**src/rtl/branch_resolve_ctrl_if.sv**
```systemverilog
`default_nettype none
// ============================================================================
// Module   : branch_resolve_ctrl_if
// Brief    : Pipeline-side bus between the branch resolution controller and the core.
// Revision : 1.0 - initial release
// ============================================================================
interface branch_resolve_ctrl_if #(
    parameter int CNT_W = 16
);
    logic [31:0]      if_pc;
    logic             pred_taken;
    logic             ex_valid;
    logic             ex_is_branch;
    logic [2:0]       ex_funct3;
    logic [31:0]      ex_pc;
    logic [31:0]      ex_target;
    logic             ex_pred_taken;
    logic             stall_in;
    logic             brun_en;
    logic             breq_flag;
    logic             brlt_flag;
    logic             redirect_valid;
    logic [31:0]      redirect_pc;
    logic             flush;
    logic             illegal_branch;
    logic [CNT_W-1:0] br_count;
    logic [CNT_W-1:0] mispred_count;

    modport master (
        output if_pc, ex_valid, ex_is_branch, ex_funct3, ex_pc, ex_target,
               ex_pred_taken, stall_in, breq_flag, brlt_flag,
        input  pred_taken, brun_en, redirect_valid, redirect_pc, flush,
               illegal_branch, br_count, mispred_count
    );

    modport slave (
        input  if_pc, ex_valid, ex_is_branch, ex_funct3, ex_pc, ex_target,
               ex_pred_taken, stall_in, breq_flag, brlt_flag,
        output pred_taken, brun_en, redirect_valid, redirect_pc, flush,
               illegal_branch, br_count, mispred_count
    );
endinterface
`default_nettype wire

```
**src/rtl/branch_resolve_ctrl.sv**
```systemverilog
`default_nettype none
// ============================================================================
// Module   : branch_resolve_ctrl
// Brief    : Resolves EX-stage conditional branches, trains a 2-bit BHT and
//            sequences redirect/flush on mispredicts.
// Revision : 1.0 - initial release
// ============================================================================
module branch_resolve_ctrl #(
    parameter int BHT_IDX_W = 4,
    parameter int CNT_W     = 16
) (
    input wire logic             clk,
    input wire logic             rst,
    branch_resolve_ctrl_if.slave bus
);
    localparam int         c_bht_depth = 1 << BHT_IDX_W;
    localparam logic [1:0] c_IDLE      = 2'd0;
    localparam logic [1:0] c_FLUSH     = 2'd1;
    localparam logic [1:0] c_DRAIN     = 2'd2;

    logic [1:0]           r_state;
    logic [1:0]           w_state_nxt;
    logic [1:0]           r_bht [c_bht_depth];
    logic                 r_redirect_valid;
    logic [31:0]          r_redirect_pc;
    logic                 r_flush;
    logic                 r_illegal;
    logic [CNT_W-1:0]     r_br_count;
    logic [CNT_W-1:0]     r_mispred_count;
    logic [BHT_IDX_W-1:0] w_if_idx;
    logic [BHT_IDX_W-1:0] w_ex_idx;
    logic                 w_resolve;
    logic                 w_illegal_f3;
    logic                 w_legal;
    logic                 w_taken;
    logic                 w_mispred;
    logic [31:0]          w_correct_pc;

    assign w_if_idx       = bus.if_pc[BHT_IDX_W+1:2];
    assign w_ex_idx       = bus.ex_pc[BHT_IDX_W+1:2];
    assign bus.pred_taken = r_bht[w_if_idx][1];
    assign bus.brun_en    = bus.ex_funct3[1];

    // Only IDLE accepts EX contents; FLUSH/DRAIN cycles carry wrong-path instructions.
    assign w_resolve    = bus.ex_valid & bus.ex_is_branch & ~bus.stall_in & (r_state == c_IDLE);
    assign w_illegal_f3 = (bus.ex_funct3[2:1] == 2'b01);
    assign w_legal      = w_resolve & ~w_illegal_f3;

    always_comb begin
        w_taken = 1'b0;
        case (bus.ex_funct3)
            3'b000:         w_taken = bus.breq_flag;
            3'b001:         w_taken = ~bus.breq_flag;
            3'b100, 3'b110: w_taken = bus.brlt_flag;
            3'b101, 3'b111: w_taken = ~bus.brlt_flag;
            default:        w_taken = 1'b0;
        endcase
    end

    assign w_mispred    = w_legal & (w_taken != bus.ex_pred_taken);
    assign w_correct_pc = w_taken ? bus.ex_target : (bus.ex_pc + 32'd4);

    always_comb begin
        w_state_nxt = r_state;
        case (r_state)
            c_IDLE:  if (w_mispred) w_state_nxt = c_FLUSH;
            c_FLUSH: w_state_nxt = c_DRAIN;
            c_DRAIN: w_state_nxt = c_IDLE;
            default: w_state_nxt = c_IDLE;
        endcase
    end

    always_ff @(posedge clk) begin
        if (rst) r_state <= c_IDLE;
        else     r_state <= w_state_nxt;
    end

    always_ff @(posedge clk) begin
        if (rst) begin
            r_redirect_valid <= 1'b0;
            r_redirect_pc    <= 32'd0;
            r_flush          <= 1'b0;
            r_illegal        <= 1'b0;
            r_br_count       <= '0;
            r_mispred_count  <= '0;
            for (int i = 0; i < c_bht_depth; i++) r_bht[i] <= 2'b01;
        end else begin
            r_redirect_valid <= (w_state_nxt == c_FLUSH);
            r_flush          <= (w_state_nxt != c_IDLE);
            r_illegal        <= w_resolve & w_illegal_f3;
            if (w_mispred) r_redirect_pc <= w_correct_pc;
            if (w_legal) begin
                if (w_taken) begin
                    if (r_bht[w_ex_idx] != 2'b11) r_bht[w_ex_idx] <= r_bht[w_ex_idx] + 2'b01;
                end else begin
                    if (r_bht[w_ex_idx] != 2'b00) r_bht[w_ex_idx] <= r_bht[w_ex_idx] - 2'b01;
                end
                if (r_br_count != '1) r_br_count <= r_br_count + CNT_W'(1);
            end
            if (w_mispred && (r_mispred_count != '1)) r_mispred_count <= r_mispred_count + CNT_W'(1);
        end
    end

    assign bus.redirect_valid = r_redirect_valid;
    assign bus.redirect_pc    = r_redirect_pc;
    assign bus.flush          = r_flush;
    assign bus.illegal_branch = r_illegal;
    assign bus.br_count       = r_br_count;
    assign bus.mispred_count  = r_mispred_count;
endmodule
`default_nettype wire

```
**src/flat_wrapper.sv**
```systemverilog
// flat-port wrapper written by rule: the top's interface ports become plain ports
module branch_resolve_ctrl_flat 
#(
    parameter int BHT_IDX_W = 4,
    parameter int CNT_W     = 16
)
  (clk, rst, bus_if_pc, bus_ex_valid, bus_ex_is_branch, bus_ex_funct3, bus_ex_pc, bus_ex_target, bus_ex_pred_taken, bus_stall_in, bus_breq_flag, bus_brlt_flag, bus_pred_taken, bus_brun_en, bus_redirect_valid, bus_redirect_pc, bus_flush, bus_illegal_branch, bus_br_count, bus_mispred_count);
  branch_resolve_ctrl_if #(.CNT_W(CNT_W)) bus_i ();
  input wire logic clk;
  input wire logic rst;
  input wire logic [$bits(bus_i.if_pc)-1:0] bus_if_pc;
  input wire logic [$bits(bus_i.ex_valid)-1:0] bus_ex_valid;
  input wire logic [$bits(bus_i.ex_is_branch)-1:0] bus_ex_is_branch;
  input wire logic [$bits(bus_i.ex_funct3)-1:0] bus_ex_funct3;
  input wire logic [$bits(bus_i.ex_pc)-1:0] bus_ex_pc;
  input wire logic [$bits(bus_i.ex_target)-1:0] bus_ex_target;
  input wire logic [$bits(bus_i.ex_pred_taken)-1:0] bus_ex_pred_taken;
  input wire logic [$bits(bus_i.stall_in)-1:0] bus_stall_in;
  input wire logic [$bits(bus_i.breq_flag)-1:0] bus_breq_flag;
  input wire logic [$bits(bus_i.brlt_flag)-1:0] bus_brlt_flag;
  output wire logic [$bits(bus_i.pred_taken)-1:0] bus_pred_taken;
  output wire logic [$bits(bus_i.brun_en)-1:0] bus_brun_en;
  output wire logic [$bits(bus_i.redirect_valid)-1:0] bus_redirect_valid;
  output wire logic [$bits(bus_i.redirect_pc)-1:0] bus_redirect_pc;
  output wire logic [$bits(bus_i.flush)-1:0] bus_flush;
  output wire logic [$bits(bus_i.illegal_branch)-1:0] bus_illegal_branch;
  output wire logic [$bits(bus_i.br_count)-1:0] bus_br_count;
  output wire logic [$bits(bus_i.mispred_count)-1:0] bus_mispred_count;
  assign bus_i.if_pc = bus_if_pc;
  assign bus_i.ex_valid = bus_ex_valid;
  assign bus_i.ex_is_branch = bus_ex_is_branch;
  assign bus_i.ex_funct3 = bus_ex_funct3;
  assign bus_i.ex_pc = bus_ex_pc;
  assign bus_i.ex_target = bus_ex_target;
  assign bus_i.ex_pred_taken = bus_ex_pred_taken;
  assign bus_i.stall_in = bus_stall_in;
  assign bus_i.breq_flag = bus_breq_flag;
  assign bus_i.brlt_flag = bus_brlt_flag;
  assign bus_pred_taken = bus_i.pred_taken;
  assign bus_brun_en = bus_i.brun_en;
  assign bus_redirect_valid = bus_i.redirect_valid;
  assign bus_redirect_pc = bus_i.redirect_pc;
  assign bus_flush = bus_i.flush;
  assign bus_illegal_branch = bus_i.illegal_branch;
  assign bus_br_count = bus_i.br_count;
  assign bus_mispred_count = bus_i.mispred_count;
  branch_resolve_ctrl #(.BHT_IDX_W(BHT_IDX_W), .CNT_W(CNT_W)) u_core (.clk(clk), .rst(rst), .bus(bus_i));
endmodule
```
**config.mk**
```make
export PLATFORM = sky130hd
export DESIGN_NAME = branch_resolve_ctrl_flat
export DESIGN_NICKNAME = d
export VERILOG_FILES = /design/src/rtl/branch_resolve_ctrl_if.sv /design/src/rtl/branch_resolve_ctrl.sv /design/src/flat_wrapper.sv
export SDC_FILE = /design/constraint.sdc
export NUM_CORES = 1
export LEC_CHECK = 0
export ABC_AREA = 1
export CAP_MARGIN = 30
export CORE_UTILIZATION = 26
export CTS_BUF_LIST = sky130_fd_sc_hd__clkbuf_2 sky130_fd_sc_hd__clkbuf_4 sky130_fd_sc_hd__clkbuf_8
export CTS_CLUSTER_DIAMETER = 80
export DETAILED_ROUTE_END_ITERATION = 10
export GPL_TIMING_DRIVEN = 0
export PLACE_DENSITY = 0.57
export SLEW_MARGIN = 20
export SYNTH_ARGS = -nofsm -noshare
export SYNTH_HDL_FRONTEND = slang
export SYNTH_SLANG_ARGS = --single-unit
```
**constraint.sdc**
```tcl
create_clock -name clk -period 5.05 [get_ports clk]
set_input_delay 1.01 -clock clk [delete_from_list [all_inputs] [get_ports clk]]
set_output_delay 1.01 -clock clk [all_outputs]
set_load 0.02 [all_outputs]
```
After elaboration in Yosys (flattened, before gate mapping)
Memory sizes are Yosys's and may differ from the RTL's.
Index checks and enable logic that the tools add are counted.
{"block": "totals", "register_bits": 69, "ram_bits": 32, "out_inout_bits": 69, "elab_cells": 65, "mem_count": 1}
{"memory": "u_core.r_bht", "words": 16, "word_bits": 2, "rd": 2, "rd_clocked_by_memory_dff": 0, "wr": 16, "line": "branch_resolve_ctrl.sv:23", "rtl": "logic [1:0] r_bht [c_bht_depth];"}
{"block": "op_classes", "n_addsub": 5, "n_eq_ne": 12, "n_mux": 20, "n_bitwise": 11, "n_reduce_logical": 9}
{"op": "$add A16 B1 Y16 const B", "count": 2}
{"op": "$add A32 B3 Y32 const B", "count": 1}
{"op": "$mux W32", "count": 1}
{"op": "$ne A16 B16 Y1 const B", "count": 2}
{"op": "$mux W1", "count": 13}
{"op": "$eq A3 B3 Y1 const B", "count": 4}
{"op": "$and A1 B1 Y1", "count": 6}
{"op": "$eq A2 B1 Y1 const B", "count": 3}
{"op": "$mux W2", "count": 3}
{"op": "$reduce_or A2 Y1", "count": 3}
{"op": "$mux W4", "count": 1}
{"op": "$not A1 Y1", "count": 4}
{"op": "$pmux W1 S4", "count": 1}
{"op": "$pmux W2 S2", "count": 1}
{"op": "$reduce_bool A2 Y1", "count": 2}
{"op": "$eq A3 B1 Y1 const B", "count": 1}
{"op": "$logic_not A3 Y1", "count": 1}
{"op": "$add A2 B1 Y2 const B", "count": 1}
{"op": "$logic_not A2 Y1", "count": 1}
{"op": "$ne A2 B2 Y1 const B", "count": 1}
{"op": "$reduce_and A2 Y1", "count": 1}
{"op": "$sub A2 B1 Y2 const B", "count": 1}
{"op": "$logic_and A1 B1 Y1", "count": 1}
{"op": "$ne A1 B1 Y1", "count": 1}
{"op": "$or A1 B1 Y1", "count": 1}

Logic depth before layout (Yosys ltp)
Gate-level depths: netlist of run 1.
{"block": "depth", "word_depth": 10, "mapped_depth": 15}

Worst setup path after synthesis of run 1
Ideal clock, no wire load.
{"block": "synth_timing", "path_kind": "input-to-output", "start": "in bus_if_pc[2]", "end": "out bus_pred_taken", "arrival_time_ns": 2.249, "path_slack_ns": 1.791, "path_stages": 6, "path_buffers": 2, "path_cell_list": "clkbuf_1 clkbuf_1 o21ai_0 o21ai_0 nor2_1 o31ai_1"}
{"block": "synth_between", "elab_chain_len": 1}
{"item": "from (decl)", "line": "flat_wrapper.sv:11", "rtl": "input wire logic [$bits(bus_i.if_pc)-1:0] bus_if_pc;"}
{"item": "$mem_v2 Z16 W2"}
{"item": "to (decl)", "line": "flat_wrapper.sv:21", "rtl": "output wire logic [$bits(bus_i.pred_taken)-1:0] bus_pred_taken;"}
No other way between the ends.

Worst setup path in the final report of run 1
{"block": "layout_timing", "start": "in bus_if_pc[3]", "end": "out bus_pred_taken"}
Same word-level chain as after synthesis.

==> summary by stage, run 1 <==
Die
From left edge to right edge, the die measures 157 um. The initial standard-cell utilization of the core is 26.5%. In this run the vertical extent of the chip is 157 um. The core region is 0.0235 mm2. The I/O pin total is 176.

Row generation in the floorplan step produced 56 rows. The die covers 0.0247 mm2.

Logic synthesis
Counting flops and latches in the post-synthesis netlist gives 101. The Yosys warning count is 0. The average cell area after synthesis is 6.88 um2. The number of nets handed over by synthesis was 1021. After technology mapping, the gate count stands at 908.

In this run, distinct cell masters in the synthesized netlist total 41. Sequential cells were found to cover 37.5% of the synthesized design area. The post-synth design cell area is 0.00625 mm2.

Clock tree
The root buffer selected by CTS is sky130_fd_sc_hd__clkbuf_8. The number of buffers inserted to repair setup after CTS is 0. The clock tree from TritonCTS is done. The total CTS buffers is 9.

The maximum count of clock buffers along a single path is 2. After clock tree synthesis, the flow added hold-fix buffers numbering 0. The number of gates resized after CTS was 0. The clock network latency to the later pin of the worst-skew pair is 0.40 ns.

CTS built an H-tree with a depth of 3. Clock-pin slew was measured on the worst setup and hold paths at 0.09 ns. The clock sink count is 101.

Worst setup path
The data required time of the worst path is 4.04 ns. The endpoint class of the critical path is an output port. The endpoint identified for the worst register-to-register timing path is u_core.bus.mispred_count[8]. The critical path in this run is classified as input port to output port. In this run the worst setup path terminates at bus_pred_taken. For the worst flop-to-flop path, the logic depth is 8. The worst reg-to-reg setup slack is 2.91 ns. The source of the critical timing path is bus_if_pc[3]. Along the worst path, the maximum fanout reaches 6. The data arrival at the endpoint of the critical path is 2.77 ns. STA classifies the critical path startpoint as an input port.

The worst register-to-register path begins at u_core.bus.mispred_count[0].

Place
The post-placement worst setup slack is 1.27 ns. The placed wire-length estimate is 16400 um. The routability congestion estimate from global placement is 0.895.

The total cell area at the placement stage is 0.00808 mm2. In this run the tool buffered the top-level ports with 143 buffer cells. The instance count after placement with tap cells included is 1370.

Pwr
The internal power consumption is 1.18 mW. The proportion of power drawn by combinational gates is 19.4%. The portion of total power attributed to sequential cells is 51.0%. The net switching power figure is 509 uW. In this run the power density over the cells is 204 mW/mm2.

The design draws 1.69 mW. The switching share of total power is 30.2%. In this run the static leakage power is 3.16 nW. The relative contribution of the clock network to total power is 29.7%. The maximum vdd drop is 0.000117 V.

Cells and area
The finished cells cover 0.00825 mm2. At the end of the flow, the number of nets in the layout was 1175. In the final layout, the share of cells above drive strength 1 is 7.03%. The area growth from synthesis to layout is 32.0%. The utilization after layout is 35.0%.

The final cell count without fillers is 1386. 0 antenna diodes ended up in the layout.

Route
After detailed routing, the average wire length per cell comes to 15.4 um. The count of vias placed by the detailed router is 6339. The first-pass iteration count of the detailed router is 5. The vias per cell is 4.57. The total wire length after detailed routing is 21300 um.

The DRC violation total after the first TritonRoute iteration is 322. The final routed DRC violation total is 0. The residual antenna-violating net count after detailed routing is 0.

GRT
The initial antenna violation count was 0. Entering global routing, the biggest net connects 17 pins. The sum of overflow across all layers after global routing is 0.

The first global-routing pass estimated 33200 um of wire. The via count of the first global-routing pass is 6046. The overall fraction of global-route tracks in use is 17.7%.

Timing
The number of endpoints with negative hold slack in the final report is 0. Setup repair after global routing left no endpoint under its margin. The worst pin sits at a relative slew slack of 49.4%. In the final timing run, aggregate negative setup slack is 0 ns. The worst-case clock skew is 0.0179 ns.

The maximum clock frequency is 0.265 GHz. The total setup violations reported at the end of the flow is 0. The measured slew at the worst slew-check pin is 0.759 ns.

The final clock period utilization by the worst path is 74.8%. The final count of pins violating max slew is 0. The smallest hold slack is 0.473 ns.

The routed design could run at a clock period as short as 3.78 ns. Once routing completed, OpenROAD measured the worst setup slack at 1.27 ns.

Status
The run finished with clean final reports.

Hold path
The path class of the tightest hold or removal check is register to register.

Flow run
Across the run, the number of max-cap violations was 0.
## power by group through the flow
| stage | registers (mW) | logic [mW] | clock network (mW) |
|---|---|---|---|
| after floorplan | 0.886 | 0.161 | 0 |
| after global placement | 0.878 | 0.327 | 0 |
| after detailed placement | 0.878 | 0.328 | 0 |
| after CTS | 0.859 | 0.329 | 0.511 |
| after global routing | 0.861 | 0.357 | 0.539 |
| final | 0.860 | 0.327 | 0.501 |
## layer usage
layer  routed length (um)  GRT usage, %
met5                    0             0
met1                 9750          22.6
met2                10100          30.0
met4                  248          4.48
met3                 1180          3.77
## how the worst min path moves through the flow
| stage | startpoint | to | slack, ns | cells after the start |
|---|---|---|---|---|
| after CTS | u_core.bus.redirect_pc[0] | u_core.bus.redirect_pc[0] | 0.48 | 2 |
| after detailed placement | u_core.bus.redirect_pc[28] | u_core.bus.redirect_pc[28] | 0.46 | 2 |
| after global routing | u_core.bus.redirect_pc[7] | u_core.bus.redirect_pc[7] | 0.50 | 2 |
| after floorplan | u_core.r_state[0] | u_core.r_state[1] | 0.44 | 2 |
| after global placement | u_core.bus.redirect_pc[7] | u_core.bus.redirect_pc[7] | 0.46 | 2 |
| final | u_core.bus.redirect_pc[0] | u_core.bus.redirect_pc[0] | 0.47 | 2 |
## worst max-delay path, stage by stage
cell and delay, ns:
sky130_fd_sc_hd__clkdlybuf4s50_1 0.58, sky130_fd_sc_hd__inv_1 0.09, sky130_fd_sc_hd__o21ai_0 0.17, sky130_fd_sc_hd__nor2_1 0.06, sky130_fd_sc_hd__o31ai_1 0.21, sky130_fd_sc_hd__clkdlybuf4s50_1 0.65
## synth_stat cells
master	instances	area share, %
sky130_fd_sc_hd__mux2i_1	1	0.16
sky130_fd_sc_hd__o211ai_1	6	0.72
sky130_fd_sc_hd__buf_4	5	0.60
sky130_fd_sc_hd__nand4_1	27	2.7
sky130_fd_sc_hd__nor3b_2	1	0.20
sky130_fd_sc_hd__o21a_1	2	0.24
sky130_fd_sc_hd__buf_2	11	0.88
sky130_fd_sc_hd__nor2_2	6	0.60
sky130_fd_sc_hd__nor3b_1	2	0.24
sky130_fd_sc_hd__nand2_1	242	15
sky130_fd_sc_hd__inv_1	84	5.0
sky130_fd_sc_hd__nor2_4	3	0.54
sky130_fd_sc_hd__and2_1	1	0.10
sky130_fd_sc_hd__xor2_1	20	2.8
sky130_fd_sc_hd__a21oi_1	72	5.8
sky130_fd_sc_hd__a21oi_2	1	0.14
sky130_fd_sc_hd__nand3_1	83	6.6
sky130_fd_sc_hd__o221ai_1	1	0.14
sky130_fd_sc_hd__xor2_2	1	0.26
sky130_fd_sc_hd__nand3_2	4	0.64
sky130_fd_sc_hd__nand3b_1	6	0.72
sky130_fd_sc_hd__dfxtp_1	69	22
sky130_fd_sc_hd__nor2_1	101	6.1
sky130_fd_sc_hd__o21ai_0	38	3.0
sky130_fd_sc_hd__or2_0	1	0.10
sky130_fd_sc_hd__xnor2_1	11	1.5
sky130_fd_sc_hd__and3_1	1	0.10
sky130_fd_sc_hd__nand2_4	1	0.18
sky130_fd_sc_hd__buf_1	1	0.060
sky130_fd_sc_hd__clkbuf_1	18	1.1
sky130_fd_sc_hd__nand3_4	2	0.56
sky130_fd_sc_hd__nor3_1	21	1.7
sky130_fd_sc_hd__o31ai_1	1	0.12
sky130_fd_sc_hd__edfxtp_1	32	15
sky130_fd_sc_hd__buf_12	1	0.32
sky130_fd_sc_hd__or2_2	3	0.30
sky130_fd_sc_hd__inv_2	7	0.42
sky130_fd_sc_hd__nand2_2	7	0.70
sky130_fd_sc_hd__buf_6	7	1.3
sky130_fd_sc_hd__ha_1	6	1.2
sky130_fd_sc_hd__o21ai_1	1	0.080
## cells in the final DEF (no fill, tap or decap), types with 2 or more instances in the layout
master and n:
sky130_fd_sc_hd__inv_1 84, sky130_fd_sc_hd__xnor2_1 11, sky130_fd_sc_hd__o21a_1 2, sky130_fd_sc_hd__xor2_1 20, sky130_fd_sc_hd__nor2_4 3, sky130_fd_sc_hd__nand3_1 83
sky130_fd_sc_hd__o21ai_0 38, sky130_fd_sc_hd__nand3b_1 6, sky130_fd_sc_hd__o211ai_1 6, sky130_fd_sc_hd__inv_2 7, sky130_fd_sc_hd__nor3_1 21, sky130_fd_sc_hd__ha_1 6
sky130_fd_sc_hd__dfxtp_1 69, sky130_fd_sc_hd__nand3_2 4, sky130_fd_sc_hd__nor2_1 101, sky130_fd_sc_hd__edfxtp_1 32, sky130_fd_sc_hd__buf_6 7, sky130_fd_sc_hd__clkbuf_8 9
sky130_fd_sc_hd__nand2_2 7, sky130_fd_sc_hd__or2_2 3, sky130_fd_sc_hd__clkbuf_1 18, sky130_fd_sc_hd__nand4_1 27, sky130_fd_sc_hd__nor3b_1 2, sky130_fd_sc_hd__buf_4 5
sky130_fd_sc_hd__nor2_2 6, sky130_fd_sc_hd__clkdlybuf4s50_1 143, sky130_fd_sc_hd__a21oi_1 72, sky130_fd_sc_hd__buf_2 11, sky130_fd_sc_hd__nand3_4 2, sky130_fd_sc_hd__clkbuf_4 3
sky130_fd_sc_hd__nand2_1 242
## cell families (layout without fill, tap and decap cells)
kind of cell | after synthesis | after routing | share of synthesized area (%)
AND/OR/NAND/NOR | 512 | 512 | 36.6
buffers and inverters | 134 | 293 | 9.67
AO/OA/AOI/OAI | 122 | 122 | 10.3
flip-flops | 101 | 101 | 37.5
XOR/XNOR | 32 | 32 | 4.61
adder cells (fa/ha/maj) | 6 | 6 | 1.20
multiplexers | 1 | 1 | 0.160
## flip-flops by register name, indices dropped and copies added (netlist names)
| register | count |
|---|---|
| u_core.bus.flush | 1 |
| u_core.bus.redirect_valid | 1 |
| u_core.r_bht | 32 |
| u_core.r_state | 2 |
| u_core.bus.mispred_count | 16 |
| u_core.bus.redirect_pc | 32 |
| u_core.bus.br_count | 16 |
| u_core.bus.illegal_branch | 1 |
## final cells by class
| type | count | area, um2 |
|---|---|---|
| Clock buffer | 12 | 146 |
| Multi-Input combinational cell | 673 | 3300 |
| Buffer | 43 | 263 |
| Sequential cell | 101 | 2340 |
| Fill cell | 2598 | 15300 |
| Tap cell | 319 | 399 |
| Inverter | 91 | 342 |
| Clock inverter | 4 | 25.0 |
| Timing Repair Buffer | 143 | 1430 |
(Power assumes the default switching activity.)
==> run 2: changes to the inputs <==
==> constraint.sdc (replaced) <==
create_clock -name clk -period 3.6 [get_ports clk]
set_input_delay 0.72 -clock clk [delete_from_list [all_inputs] [get_ports clk]]
set_output_delay 0.72 -clock clk [all_outputs]
set_load 0.02 [all_outputs]
==> results of run 2 <==
Same layout as run 1 (identical final DEF). Status: finished, final reports clean.
Among the figures that moved: setup slack after placement 1.27 ns -> 0.399 ns; setup slack after layout 1.27 ns -> 0.402 ns; register-to-register setup slack 2.91 ns -> 1.46 ns; total power 1.69 mW -> 2.37 mW; worst IR drop on VDD 0.000117 V -> 0.000164 V
